--- config.mk ---
export PLATFORM = sky130hd
export DESIGN_NAME = div_seq
export DESIGN_NICKNAME = d
export VERILOG_FILES = /design/src/rtl/arith_pkg.sv /design/src/rtl/div_cell.sv /design/src/rtl/fa.sv /design/src/rtl/div_seq.sv
export SDC_FILE = /design/constraint.sdc
export NUM_CORES = 1
export LEC_CHECK = 0
export CAP_MARGIN = 15
export CORE_MARGIN = 3
export CORE_UTILIZATION = 45
export CTS_CLUSTER_SIZE = 20
export DETAILED_ROUTE_END_ITERATION = 7
export PLACE_DENSITY = 0.66
export SLEW_MARGIN = 20
export SYNTH_ARGS = -nofsm -noshare
export SYNTH_HDL_FRONTEND = slang
export SYNTH_SLANG_ARGS = --single-unit
--- constraint.sdc ---
create_clock -name clk -period 3.27 [get_ports clk]
set_input_delay 0.4905 -clock clk [delete_from_list [all_inputs] [get_ports clk]]
set_output_delay 0.4905 -clock clk [all_outputs]
set_load 0.03 [all_outputs]
--- src/rtl/arith_pkg.sv ---
`default_nettype none
// ============================================================================
//  Module      : arith_pkg
//  Description : Shared definitions for the arithmetic library
//                (state encoding for the sequential divider).
//  Revision    : 1.0 - initial release
// ============================================================================
package arith_pkg;

   // Divider controller states
   localparam logic [1:0] S_IDLE = 2'd0;
   localparam logic [1:0] S_RUN  = 2'd1;
   localparam logic [1:0] S_DONE = 2'd2;

   // Width of a down-counter that must hold the value n
   function automatic int cnt_width(input int n);
      return $clog2(n + 1);
   endfunction

endpackage
`default_nettype wire

--- src/rtl/div_cell.sv ---
`default_nettype none
// ============================================================================
//  Module      : div_cell
//  Description : Combinational restoring-division stage. Shifts the next
//                dividend bit into the partial remainder, trial-subtracts the
//                divisor and keeps the difference only when no borrow occurs.
//  Revision    : 1.0 - initial release
// ============================================================================
module div_cell #(
   parameter int WS = 4
) (
   input  logic [WS:0]   pr_in,
   input  logic          bit_in,
   input  logic [WS-1:0] d,
   output logic [WS:0]   pr_out,
   output logic          qbit
);

   logic [WS:0]   w_t;
   logic [WS:0]   w_nd;
   logic [WS:0]   w_diff;
   logic [WS+1:0] w_c;

   // Shifted partial remainder and inverted divisor for t + ~d + 1
   assign w_t    = {pr_in[WS-1:0], bit_in};
   assign w_nd   = ~{1'b0, d};
   assign w_c[0] = 1'b1;

   // Ripple-borrow subtractor; carry-out high means no borrow
   generate
      for (genvar i = 0; i <= WS; i++) begin : g_sub
         fa u_fa (
            .a  (w_t[i]),
            .b  (w_nd[i]),
            .ci (w_c[i]),
            .s  (w_diff[i]),
            .co (w_c[i+1])
         );
      end
   endgenerate

   // A set top bit of pr_in means the true shifted value already exceeds any
   // divisor, so the subtraction must succeed; the low bits of w_diff stay
   // correct modulo 2^(WS+1).
   assign qbit   = w_c[WS+1] | pr_in[WS];
   assign pr_out = qbit ? w_diff : w_t;

endmodule
`default_nettype wire

--- src/rtl/fa.sv ---
`default_nettype none
// ============================================================================
//  Module      : fa
//  Description : One-bit full adder.
//  Revision    : 1.0 - initial release
// ============================================================================
module fa (
   input  logic a,
   input  logic b,
   input  logic ci,
   output logic s,
   output logic co
);

   assign s  = a ^ b ^ ci;
   assign co = (a & b) | (a & ci) | (b & ci);

endmodule
`default_nettype wire

--- src/rtl/div_seq.sv ---
`default_nettype none
// ============================================================================
//  Module      : div_seq
//  Description : Sequential restoring divider, one quotient bit per clock.
//                WD-bit dividend / WS-bit divisor -> WD-bit quotient and
//                WS-bit remainder, with start/busy/done handshake and a
//                divide-by-zero flag.
//  Revision    : 1.0 - initial release
// ============================================================================
module div_seq
   import arith_pkg::*;
#(
   parameter int WD = 8,
   parameter int WS = 4
) (
   input  logic          clk,
   input  logic          rst_n,
   input  logic          start,
   input  logic [WD-1:0] x,
   input  logic [WS-1:0] y,
   output logic [WD-1:0] q,
   output logic [WS-1:0] r,
   output logic          busy,
   output logic          done,
   output logic          dbz
);

   localparam int             CW         = cnt_width(WD);
   localparam logic [CW-1:0]  c_cnt_load = CW'(WD);
   localparam logic [CW-1:0]  c_cnt_last = CW'(1);

   logic [1:0]    r_state;
   logic [WD-1:0] r_dvd;
   logic [WS-1:0] r_dvs;
   logic [WS:0]   r_pr;
   logic [CW-1:0] r_cnt;
   logic [WD-1:0] r_q;
   logic [WS-1:0] r_r;
   logic          r_dbz;

   logic          w_accept;
   logic [WS:0]   w_pr_next;
   logic          w_qbit;

   // A request is taken in IDLE and DONE, never while a division runs
   assign w_accept = start & (r_state != S_RUN);

   div_cell #(.WS(WS)) u_cell (
      .pr_in  (r_pr),
      .bit_in (r_dvd[WD-1]),
      .d      (r_dvs),
      .pr_out (w_pr_next),
      .qbit   (w_qbit)
   );

   // Controller and datapath registers
   always_ff @(posedge clk or negedge rst_n) begin
      if (!rst_n) begin
         r_state <= S_IDLE;
         r_dvd   <= '0;
         r_dvs   <= '0;
         r_pr    <= '0;
         r_cnt   <= '0;
         r_q     <= '0;
         r_r     <= '0;
         r_dbz   <= 1'b0;
      end else begin
         case (r_state)
            S_RUN: begin
               r_pr  <= w_pr_next;
               r_dvd <= {r_dvd[WD-2:0], w_qbit};
               r_cnt <= r_cnt - c_cnt_last;
               if (r_cnt == c_cnt_last) begin
                  r_q     <= {r_dvd[WD-2:0], w_qbit};
                  r_r     <= w_pr_next[WS-1:0];
                  r_state <= S_DONE;
               end
            end
            default: begin
               if (w_accept) begin
                  if (y == '0) begin
                     // Divide by zero finishes immediately with a saturated quotient
                     r_q     <= '1;
                     r_r     <= '0;
                     r_dbz   <= 1'b1;
                     r_state <= S_DONE;
                  end else begin
                     r_dvd   <= x;
                     r_dvs   <= y;
                     r_pr    <= '0;
                     r_cnt   <= c_cnt_load;
                     r_dbz   <= 1'b0;
                     r_state <= S_RUN;
                  end
               end else begin
                  r_state <= S_IDLE;
               end
            end
         endcase
      end
   end

   assign q    = r_q;
   assign r    = r_r;
   assign dbz  = r_dbz;
   assign busy = (r_state == S_RUN);
   assign done = (r_state == S_DONE);

endmodule
`default_nettype wire

== Yosys cells after proc, flatten, opt, wreduce, memory -nomap -nowiden ==
Cells that the tools add are included.
W data, S select, Z words.
Cells by class
  $add $sub $neg: 1
  equal/unequal tests: 6
  muxes and demuxes: 23
  bitwise logic cells: 38
  reductions and logical operators: 7
Operators by type and width (number)
  $mux W8: 7
  $mux W4: 7
  $mux W5: 4
  $and A1 B1 Y1: 14
  $or A1 B1 Y1: 11
  $xor A1 B1 Y1: 9
  $mux W2: 4
  $reduce_and A3 Y1: 2
  $not A4 Y5: 1
  $eq A4 B1 Y1 const B: 1
  $logic_not A4 Y1: 1
  $ne A2 B1 Y1 const B: 2
  $reduce_and A2 Y1: 2
  $reduce_bool A2 Y1: 2
  $sub A4 B1 Y4 const B: 1
  $not A1 Y1: 3
  $eq A2 B1 Y1 const B: 1
  $eq A2 B2 Y1 const B: 1
  $ne A2 B2 Y1 const B: 1
  $mux W1: 1
Word-level totals
  flip-flop bits (word level): 36
  input bits: 15
  word-level logic and storage cells: 83

== Depth between registers and ports, before layout ==
Gate-level depths: netlist of the first run.
  depth after elaboration: 20
  mapped depth: 10

== Hierarchy ==
From an unflattened synthesis of the first run, not the netlist that was laid out.
Unflattened totals
  cells, all modules: 174
  area total of the unflattened synthesis: 1873.0 sq um
Modules (own cells, without submodules)
  div_seq: instances 1, cells each 157, area each 1682.9 sq um, sequential area each 900.9 sq um
  fa: instances 5, cells each 1, area each 20.0 sq um, sequential area each 0.0 sq um
  div_cell: instances 1, cells each 12, area each 90.1 sq um, sequential area each 0.0 sq um

== Least setup slack after synthesis of the first run ==
Ideal clock, no wire load.
  path type: register to register
  from: register r_dvs[0]
  to: register r_pr[1]
  library setup time: 0.083 ns
  arrival time: 2.659 ns
  setup slack: 0.529 ns
  cell stages (with the launch flop): 10
  cell sequence: dfrtp_1 > ha_1 > fa_1 > fa_1 > fa_1 > ha_1 > nor2b_1 > clkbuf_1 > mux2_2 > o21ai_0
On the way
  longest elaborated chain between the ends: 19
RTL lines
  start: declaration: RTL line div_seq.sv:34  | logic [WS-1:0] r_dvs;
  start signal: assignment: RTL line div_seq.sv:89  | r_dvs <= y;
  $not A4 Y5 *: RTL line div_cell.sv:26  | assign w_nd = ~{1'b0, d};
  $and A1 B1 Y1: RTL line fa.sv:16  | assign co = (a & b) | (a & ci) | (b & ci);
  $or A1 B1 Y1: RTL line fa.sv:16
  $or A1 B1 Y1 *: RTL line fa.sv:16
  $and A1 B1 Y1: RTL line fa.sv:16
  $or A1 B1 Y1 (2 in a row): RTL line fa.sv:16
  $and A1 B1 Y1: RTL line fa.sv:16
  $or A1 B1 Y1 (2 in a row): RTL line fa.sv:16
  $and A1 B1 Y1: RTL line fa.sv:16
  $or A1 B1 Y1 (2 in a row): RTL line fa.sv:16
  $and A1 B1 Y1: RTL line fa.sv:16
  $or A1 B1 Y1 (2 in a row): RTL line fa.sv:16
  $or A1 B1 Y1: RTL line div_cell.sv:45  | assign qbit = w_c[WS+1] | pr_in[WS];
  $mux W5 *: RTL line div_cell.sv:46  | assign pr_out = qbit ? w_diff : w_t;
  $mux W5 *: RTL line div_seq.sv:68  | case (r_state)
  end signal: assignment: RTL line div_seq.sv:70  | r_pr <= w_pr_next;
  end: declaration: RTL line div_seq.sv:35  | logic [WS:0] r_pr;
Every way passes the cells marked *; elsewhere a longest branch is shown, timed or not.
A chain may end at the register's enable or synchronous reset.

== Worst setup path in the final report of the first run ==
Ends and elaborated chain as after synthesis.

==> results_dict.tcl, run 1 <==
set metrics [dict create \
    crit_path_max_fanout 7 \
    port-buffer-count 29 \
    hold_violations 0 \
    layout_common_cells "dfrtp_1 (36), clkdlybuf4s50_1 (29), inv_1 (15)" \
    p_leak_nw 1.05 \
    start_util_pct 47.8 \
    pwr_density_cell_nw_per_um2 1050 \
    p_sw_uw 944 \
    cts_buffers 5 \
    dr_total_vias 1366 \
    drtIter0Drc 65 \
    yosys_register_bits 36 \
    p_int_mw 1.41 \
    max-vdd-ir-drop_mv 0.496 \
    track_usage_pct 18.1 \
    core_um2 3770 \
    worstPathRequired_ns 3.47 \
    rows 22 \
    chipWidth_um 69.3 \
    cts_hold_buf 0 \
    nets 217 \
    io_pins 30 \
    drc 0 \
    timing.final.crit_period_ns 2.83 \
    clock_skew_ns 0.00558 \
    final_util_pct 59.6 \
    timing.hold.worst_path_depth 1 \
    antenna_cells 0 \
    crit_chain "ha_1 > fa_1 > fa_1 > fa_1 > ha_1 > nor2b_1 > mux2_2 > o21ai_0" \
    grt_max_degree 37 \
    drv_cap 0 \
    root_buffer "clkbuf_8" \
    yosys_warnings 0 \
    status "complete, no violations" \
    seq_area_frac_synth_pct 50.0 \
    r2r_cells 8 \
    mostFrequentLayoutCell "dfrtp_1" \
    antenna_found_initial 0 \
    p_total_mw 2.36 \
    syn_area_per_cell_um2 11.0 \
    synth_area_um2 1800 \
    cts_htree_levels 2 \
    startpoint_type "flip-flop" \
    clock-sinks 36 \
    grt_pass1_wl_mm 6.71 \
    placed_cells 236 \
    hold_slack_ns 0.496 \
    syn-instance-count 164 \
    pwr-share-clk_pct 16.1 \
    fin_cells 244 \
    arrival_ns 3.03 \
    dp_hpwl_mm 2.83 \
    cts.repair.resized 0 \
    register_area_um2 901 \
    die_area_um2 4800 \
    swShare_pct 40.0 \
    crit_path_max_incr_delay_ns 0.43 \
    tritoncts "done" \
    routedWlPerCell_um 16.5 \
    cts_buffer_depth 2 \
    yosysTopAreaCell "dfrtp_1" \
    grt-ovfl-total 0 \
    via_per_inst 5.60 \
    wl_mm 4.02 \
    r2r_slack_ns 0.44 \
    crit_top_cell "fa_1" \
    antenna_left 0 \
    pwr-share-comb_pct 50.0 \
    grt_pass1_vias 1387 \
    fin_crit_sh_pct 86.4 \
    pwr-share-seq_pct 33.8 \
    syn2layout_area_growth_pct 24.7 \
    drive_gt1_share_pct 10.2 \
    n_fill_cell 305 \
    tightest_slew_ns 0.889 \
    synth_nets 186 \
    relSlewSlack_pct 40.6 \
    setup_viol 0 \
    tns_ns 0 \
    cts_setup_buffers 0 \
    clk_pin_slew_ns 0.07 \
    hp-class "flip-flop to flip-flop" \
    synth_area_leaders "dfrtp_1 (50%), mux2i_1 (7.2%), fa_1 (3.3%)" \
    ys_types 32 \
    synth_top_area_share_pct 50.0 \
    multi_input_area_um2 792 \
    fmax_ghz 0.354 \
    rsz0062_at_grt "no" \
    path_class "flip-flop to flip-flop" \
    clk_latency_ns 0.29 \
    fp.dieH_um 69.3 \
    maxSlewViolCount 0 \
    cp-end-kind "flip-flop" \
    cp_slowest_cell "fa_1" \
    gp_congestion 0.766 \
    dr.pass1.iters 5 \
]
==> Yosys cell counts (all sizes together) <==
cell and count:
nor4 1, nor2 2, xnor2 1, a21oi 9, o31ai 4, nor3 1
clkinv 1, mux2 8, nand2b 1, nand2 10, o21ai 9, buf 3
nand3 11, a22oi 8, o41a 1, o2bb2ai 1, nor2b 2, nand3b 2
a31oi 8, fa 3, inv 15, or4 1, ha 4, a21boi 1
o41ai 1, mux2i 13, clkbuf 7, dfrtp 36
==> logic make-up (layout without fill, tap and decap cells) <==
group	after synthesis	in the layout	share of synthesized area, %
AO/OA/AOI/OAI	42	42	15.8
XOR/XNOR	1	1	0.486
adder cells (fa/ha/maj)	7	7	6.11
buffers and inverters	26	58	6.11
flip-flops	36	36	50.0
multiplexers	21	21	12.2
AND/OR/NAND/NOR	31	31	9.30
==> state kept, by name, indices dropped and copies added, names as in the netlist <==
name and flops:
dbz 1, q 8, r 4, r_cnt 4, r_dvd 8, r_dvs 4, r_pr 5, r_state 2
==> through the flow <==
stage / area, um2 / setup WS [ns]
3_3_place_gp: 2140 / 0.540
3_5_place_dp: 2140 / 0.457
5_1_grt: 2250 / 0.306
6_report: 2250 / 0.444
2_1_floorplan: 1800 / 0.529
4_1_cts: 2250 / 0.437
==> power groups by stage <==
stage | Sequential [mW] | Clock (mW) | Combinational (mW)
after global placement | 0.790 | 0 | 1.15
after detailed placement | 0.804 | 0 | 1.19
after global routing | 0.830 | 0.409 | 1.31
final | 0.798 | 0.381 | 1.18
after floorplan | 0.905 | 0 | 0.704
after CTS | 0.797 | 0.392 | 1.19
==> worst paths after layout <==
| check | to | from |
|---|---|---|
| setup / recovery | r_pr[1] | r_dvs[0] |
| hold / removal | r_pr[4] | r_pr[4] |
| setup reg to reg | r_pr[1] | r_dvs[0] |
| hold reg to reg | r_pr[4] | r_pr[4] |
| max in group asynchronous | r[1] | rst_n |
| min in group asynchronous | r_pr[0] | rst_n |
==> area by class of cell <==
cell class,instances,share of cell area (%)
Sequential cell,36,40.1
Multi-Input combinational cell,102,35.2
Timing Repair Buffer,34,14.6
Clock buffer,6,3.23
Inverter,16,2.67
Tap cell,48,2.67
Clock inverter,2,1.56
==> critical path, delay by kind of cell, from the launching register on <==
kind                       cells  cell delay, ns
muxes                          1            0.32
adders and majority gates      5            1.66
and+or+nand+nor                1            0.22
AOI/OAI and AO/OA              1            0.15
DFF                            1            0.40
==> metal layers <==
| layer | part of all wire [%] | track usage [%] | vias to the layer above | routed length, um |
|---|---|---|---|---|
| met3 | 4.9 | 5.51 | 5 | 196 |
| met4 | 1.7 | 7.81 | 0 | 68 |
| met2 | 50 | 28.5 | 37 | 2000 |
| met5 | 0 | 0 | - | 0 |
| met1 | 44 | 22.9 | 681 | 1750 |
| li1 | - | - | 643 | - |
Power figures use the tool's default switching activity.
==> inputs of run 2 (changes only) <==
--- a/config.mk
+++ b/config.mk
@@ -8,6 +8,7 @@
 export CAP_MARGIN = 15
 export CORE_MARGIN = 3
 export CORE_UTILIZATION = 45
+export CTS_BUF_LIST = sky130_fd_sc_hd__clkbuf_4
 export CTS_CLUSTER_SIZE = 20
 export DETAILED_ROUTE_END_ITERATION = 7
 export PLACE_DENSITY = 0.66
==> run 2 against run 1 <==
Compared with the run above:
- fmax shrank 0.12%
- sequential share of layout area grew 0.50 points
- routed wire length grew 0.92%
- clock skew grew 0.0059 ns
- register-to-register slack is essentially flat
- highest routed layer unchanged
- utilization shrank 0.73 points
- via count shrank 0.66%
==> results_dict.tcl, run 2 (synthesis results as in run 1) <==
set metrics [dict create \
    status "complete, no violations" \
    fp.dieH_um 69.3 \
    worstPathRequired_ns 3.52 \
    hp-class "flip-flop to flip-flop" \
    antenna_cells 0 \
    crit_chain "ha_1 > fa_1 > fa_1 > fa_1 > ha_1 > nor2b_1 > mux2_2 > mux2i_1" \
    grtUsageMet1_pct 23.0 \
    root_buffer "clkbuf_4" \
    clk_pin_slew_ns 0.10 \
    placed_cells 236 \
    hold_violations 0 \
    dp_hpwl_mm 2.83 \
    hold_slack_ns 0.503 \
    io_pins 30 \
    clock_skew_ns 0.0115 \
    grt_max_degree 37 \
    tightest_slew_ns 0.888 \
    cts_setup_buffers 0 \
    rsz0062_at_grt "no" \
    clk_latency_ns 0.35 \
    path_class "flip-flop to flip-flop" \
    cp-end-kind "flip-flop" \
    port-buffer-count 29 \
    cts_htree_levels 2 \
    gp_congestion 0.766 \
    drive_gt1_share_pct 10.7 \
    startpoint_type "flip-flop" \
    mostFrequentLayoutCell "dfrtp_1" \
    grt-ovfl-total 0 \
    fmax_ghz 0.353 \
    p_leak_nw 1.04 \
    cp_slowest_cell "fa_1" \
    reg2reg_from "r_dvs[0]" \
    cts_buffer_depth 2 \
    tns_ns 0 \
    via_per_inst 5.56 \
    drv_cap 0 \
    crit_path_max_incr_delay_ns 0.43 \
    track_usage_pct 18.1 \
    tritoncts "done" \
    r2r_cells 8 \
    cts_hold_buf 0 \
    maxSlewViolCount 0 \
    max-vdd-ir-drop_mv 0.495 \
    reg2reg_to "r[1]" \
    nets 217 \
    hold_end "r_pr[4]" \
    start_util_pct 47.8 \
    wl_mm 4.06 \
    final_util_pct 58.9 \
    rows 22 \
    timing.hold.worst_path_depth 1 \
    dr_total_vias 1357 \
    fin_crit_sh_pct 86.5 \
    layout_common_cells "dfrtp_1 (36), clkdlybuf4s50_1 (29), inv_1 (15)" \
    antenna_left 0 \
    r2r_slack_ns 0.44 \
    core_um2 3770 \
    grt_pass1_vias 1427 \
    drtIter0Drc 54 \
    chipWidth_um 69.3 \
    grt_use_met3_pct 4.35 \
    drc 0 \
    fin_cells 244 \
    pwr_density_cell_nw_per_um2 1030 \
    holdCritStartpoint "r_pr[4]" \
    cts_buffers 5 \
    met2_usage_pct 28.8 \
    antenna_found_initial 0 \
    grt_pass1_wl_mm 6.78 \
    syn2layout_area_growth_pct 23.2 \
    timing.final.crit_period_ns 2.83 \
    cts.repair.resized 0 \
    crit_path_max_fanout 7 \
    crit_top_cell "fa_1" \
    setup_viol 0 \
    die_area_um2 4800 \
    routedWlPerCell_um 16.6 \
    dr.pass1.iters 7 \
    globalRoute.busiestLayer "met2" \
    clock-sinks 36 \
    relSlewSlack_pct 40.6 \
    arrival_ns 3.08 \
]
[run 2: cell counts in the layout (fill, tap and decap cells not counted)]
No cell type changed its count.
[run 2: how the worst max path moves through the flow]
stage               endpoint  startpoint  slack [ns]  cells after the start
detailed placement   r_pr[0]    r_dvd[7]        0.46                      9
floorplan            r_pr[1]    r_dvs[0]        0.53                      9
finish                  r[1]    r_dvs[0]        0.44                      8
global placement     r_pr[3]    r_dvs[0]        0.54                      8
global route            r[1]    r_dvd[7]        0.30                      9
CTS                     r[1]    r_dvd[7]        0.43                      9
[run 2: cell type report]
| cell class | count | area [um2] |
|---|---|---|
| fillers | 312 | 1550 |
| clock buffers | 6 | 45.0 |
| clock inverters | 2 | 35.0 |
| well taps | 48 | 60.1 |
| multi-input cells | 102 | 792 |
| inverters | 16 | 60.1 |
| flip-flops and latches | 36 | 901 |
| repair buffers | 34 | 328 |
[run 2: critical path, delay by kind of cell (launching register included)]
family	cells	cell delay (ns)
adder cells (fa/ha/maj)	5	1.66
multiplexers	2	0.46
flip-flops	1	0.41
AND/OR/NAND/NOR	1	0.22
[run 2: per-stage QoR]
stage               worst slack [ns]  area (um2)  total power [mW]
floorplan                      0.529        1800              1.61
global placement               0.540        2140              1.94
detailed placement             0.457        2140              2.00
CTS                            0.428        2220              2.32
global route                   0.297        2220              2.48
finish                         0.441        2220              2.29
[run 2: power by group]
group	total [mW]	leakage [nW]	internal, mW	switching [mW]
clock	0.317	0.0456	0.169	0.148
combinational	1.18	0.586	0.528	0.652
sequential	0.796	0.405	0.659	0.137
total	2.29	1.04	1.36	0.938
[run 2: per-layer routing]
layer	vias to the layer above	share of wire [%]
met5	-	0
met4	0	2.0
met3	8	3.9
met2	28	50
met1	678	44
li1	643	-
==> inputs of run 3 (changes only) <==
--- a/config.mk
+++ b/config.mk
@@ -12,7 +12,7 @@
 export CTS_CLUSTER_SIZE = 20
 export DETAILED_ROUTE_END_ITERATION = 7
 export PLACE_DENSITY = 0.66
-export SLEW_MARGIN = 20
 export SYNTH_ARGS = -nofsm -noshare
 export SYNTH_HDL_FRONTEND = slang
 export SYNTH_SLANG_ARGS = --single-unit
+export TNS_END_PERCENT = 50
==> constraint.sdc (replaced) <==
create_clock -name clk -period 2.71 [get_ports clk]
set_input_delay 0.4065 -clock clk [delete_from_list [all_inputs] [get_ports clk]]
set_output_delay 0.4065 -clock clk [all_outputs]
set_load 0.03 [all_outputs]
==> run 3 against run 2 <==
Compared with the run above:
- first-iteration DRC count up 43%
- routed wire length up 1.1%
- die area unchanged
- clock skew down 0.0032 ns
- flip-flop and latch count unchanged
- worst hold slack worse by 0.022 ns
- fmax up 8.3%
- combinational power up 26%
- count of clock-buffer cells in the layout down 1
- global-route usage up 0.61 points
- utilization up 0.43 points
- worst setup slack worse by 0.34 ns
- critical path type unchanged
- largest power group unchanged
==> results_dict.tcl, run 3 (synthesis results as in run 1) <==
set metrics [dict create \
    status "complete, no violations" \
    hp-class "input port to asynchronous set/reset pin" \
    path_class "flip-flop to flip-flop" \
    wl_mm 4.10 \
    r2r_slack_ns 0.1 \
    gp_congestion 0.782 \
    grt_max_degree 37 \
    clock-sinks 36 \
    fin_crit_sh_pct 96.4 \
    rows 22 \
    cts_htree_levels 2 \
    reg2reg_from "r_dvs[0]" \
    drive_gt1_share_pct 14.0 \
    grtUsageMet1_pct 23.1 \
    dr_total_vias 1393 \
    worstPathRequired_ns 2.97 \
    globalRoute.busiestLayer "met2" \
    drv_cap 0 \
    root_buffer "clkbuf_4" \
    core_um2 3770 \
    reg2reg_to "r[0]" \
    port-buffer-count 29 \
    grt-ovfl-total 0 \
    p_leak_nw 1.04 \
    clk_pin_slew_ns 0.11 \
    mostFrequentLayoutCell "dfrtp_1" \
    grt_use_met3_pct 4.35 \
    track_usage_pct 18.7 \
    relSlewSlack_pct 67.7 \
    layout_common_cells "dfrtp_1 (36), clkdlybuf4s50_1 (29), inv_1 (15)" \
    cts_buffer_depth 2 \
    grt_pass1_wl_mm 7.16 \
    chipWidth_um 69.3 \
    nets 221 \
    timing.final.crit_period_ns 2.61 \
    grt_pass1_vias 1487 \
    cts_hold_buf 0 \
    startpoint_type "flip-flop" \
    p_total_mw 2.71 \
    maxSlewViolCount 0 \
    fmax_ghz 0.383 \
    dr.pass1.iters 4 \
    pwr_density_cell_nw_per_um2 1210 \
    tritoncts "done" \
    drtIter0Drc 77 \
    io_pins 30 \
    drc 0 \
    routedWlPerCell_um 16.5 \
    met2_usage_pct 31.3 \
    cts_buffers 5 \
    clk_latency_ns 0.34 \
    antenna_left 0 \
    start_util_pct 47.8 \
    crit_path_max_fanout 7 \
    max-vdd-ir-drop_mv 0.477 \
    final_util_pct 59.3 \
    via_per_inst 5.62 \
    crit_start "r_dvs[0]" \
    cp-end-kind "flip-flop" \
    antenna_cells 0 \
    dp_hpwl_mm 2.81 \
    r2r_cells 8 \
    hold_violations 0 \
    arrival_ns 2.87 \
    setup_viol 0 \
    antenna_found_initial 0 \
    die_area_um2 4800 \
    tightest_slew_ns 0.485 \
    syn2layout_area_growth_pct 24.1 \
    fp.dieH_um 69.3 \
    clock_skew_ns 0.00835 \
]
[run 3: per-stage QoR]
step	setup TNS, ns	hold WS [ns]	area [um2]	setup slack (ns)	instances
after floorplan	0	0.111	1810	0.0394	164
after global placement	0	0.484	2160	0.0209	238
after detailed placement	-0.319	0.480	2160	-0.0717	238
after CTS	0	0.487	2220	0.0172	247
after global routing	-0.0161	0.486	2240	-0.0102	248
final	0	0.481	2240	0.0974	248
[run 3: worst max-delay path: stages, from the launching register on]
cell and delay [ns]:
dfrtp_1 0.40, ha_1 0.22, fa_2 0.37, fa_2 0.37, fa_1 0.41, ha_2 0.19, nor2b_4 0.15, mux2_2 0.29
mux2i_1 0.15
[run 3: per-layer routing]
layer / wire length (um) / share of wire [%]
met1: 1800 / 44
met2: 2050 / 50
met3: 181 / 4.4
met4: 65 / 1.6
met5: 0 / 0
[run 3: worst max-delay path by stage]
| stage | slack (ns) | endpoint | depth (start not counted) |
|---|---|---|---|
| floorplan | 0.04 | r_pr[0] | 9 |
| finish | 0.1 | r[0] | 8 |
| global placement | 0.02 | r_pr[3] | 8 |
| CTS | 0.02 | r[0] | 8 |
| global route | -0.01 | r[0] | 9 |
| detailed placement | -0.07 | r_pr[2] | 9 |
[run 3: power by group]
| part | switching [mW] | total (mW) | internal, mW |
|---|---|---|---|
| combinational | 0.811 | 1.49 | 0.676 |
| clock | 0.173 | 0.268 | 0.0951 |
| sequential | 0.164 | 0.959 | 0.795 |
[run 3: layout make-up]
class,count,area [um2]
Clock buffer,5,37.5
Tap cell,48,60.1
Multi-Input combinational cell,102,807
Inverter,16,60.1
Fill cell,318,1530
Clock inverter,3,13.8
Sequential cell,36,901
Timing Repair Buffer,38,358
[run 3: what timing repair did]
| action | CTS | global route |
|---|---|---|
| gates resized for setup | 3 | 2 |
| setup buffers | 1 | 1 |
| setup endpoints to repair | 8 | 8 |
| endpoints found under the hold margin | 0 | 0 |
| pin swaps | 0 | 0 |
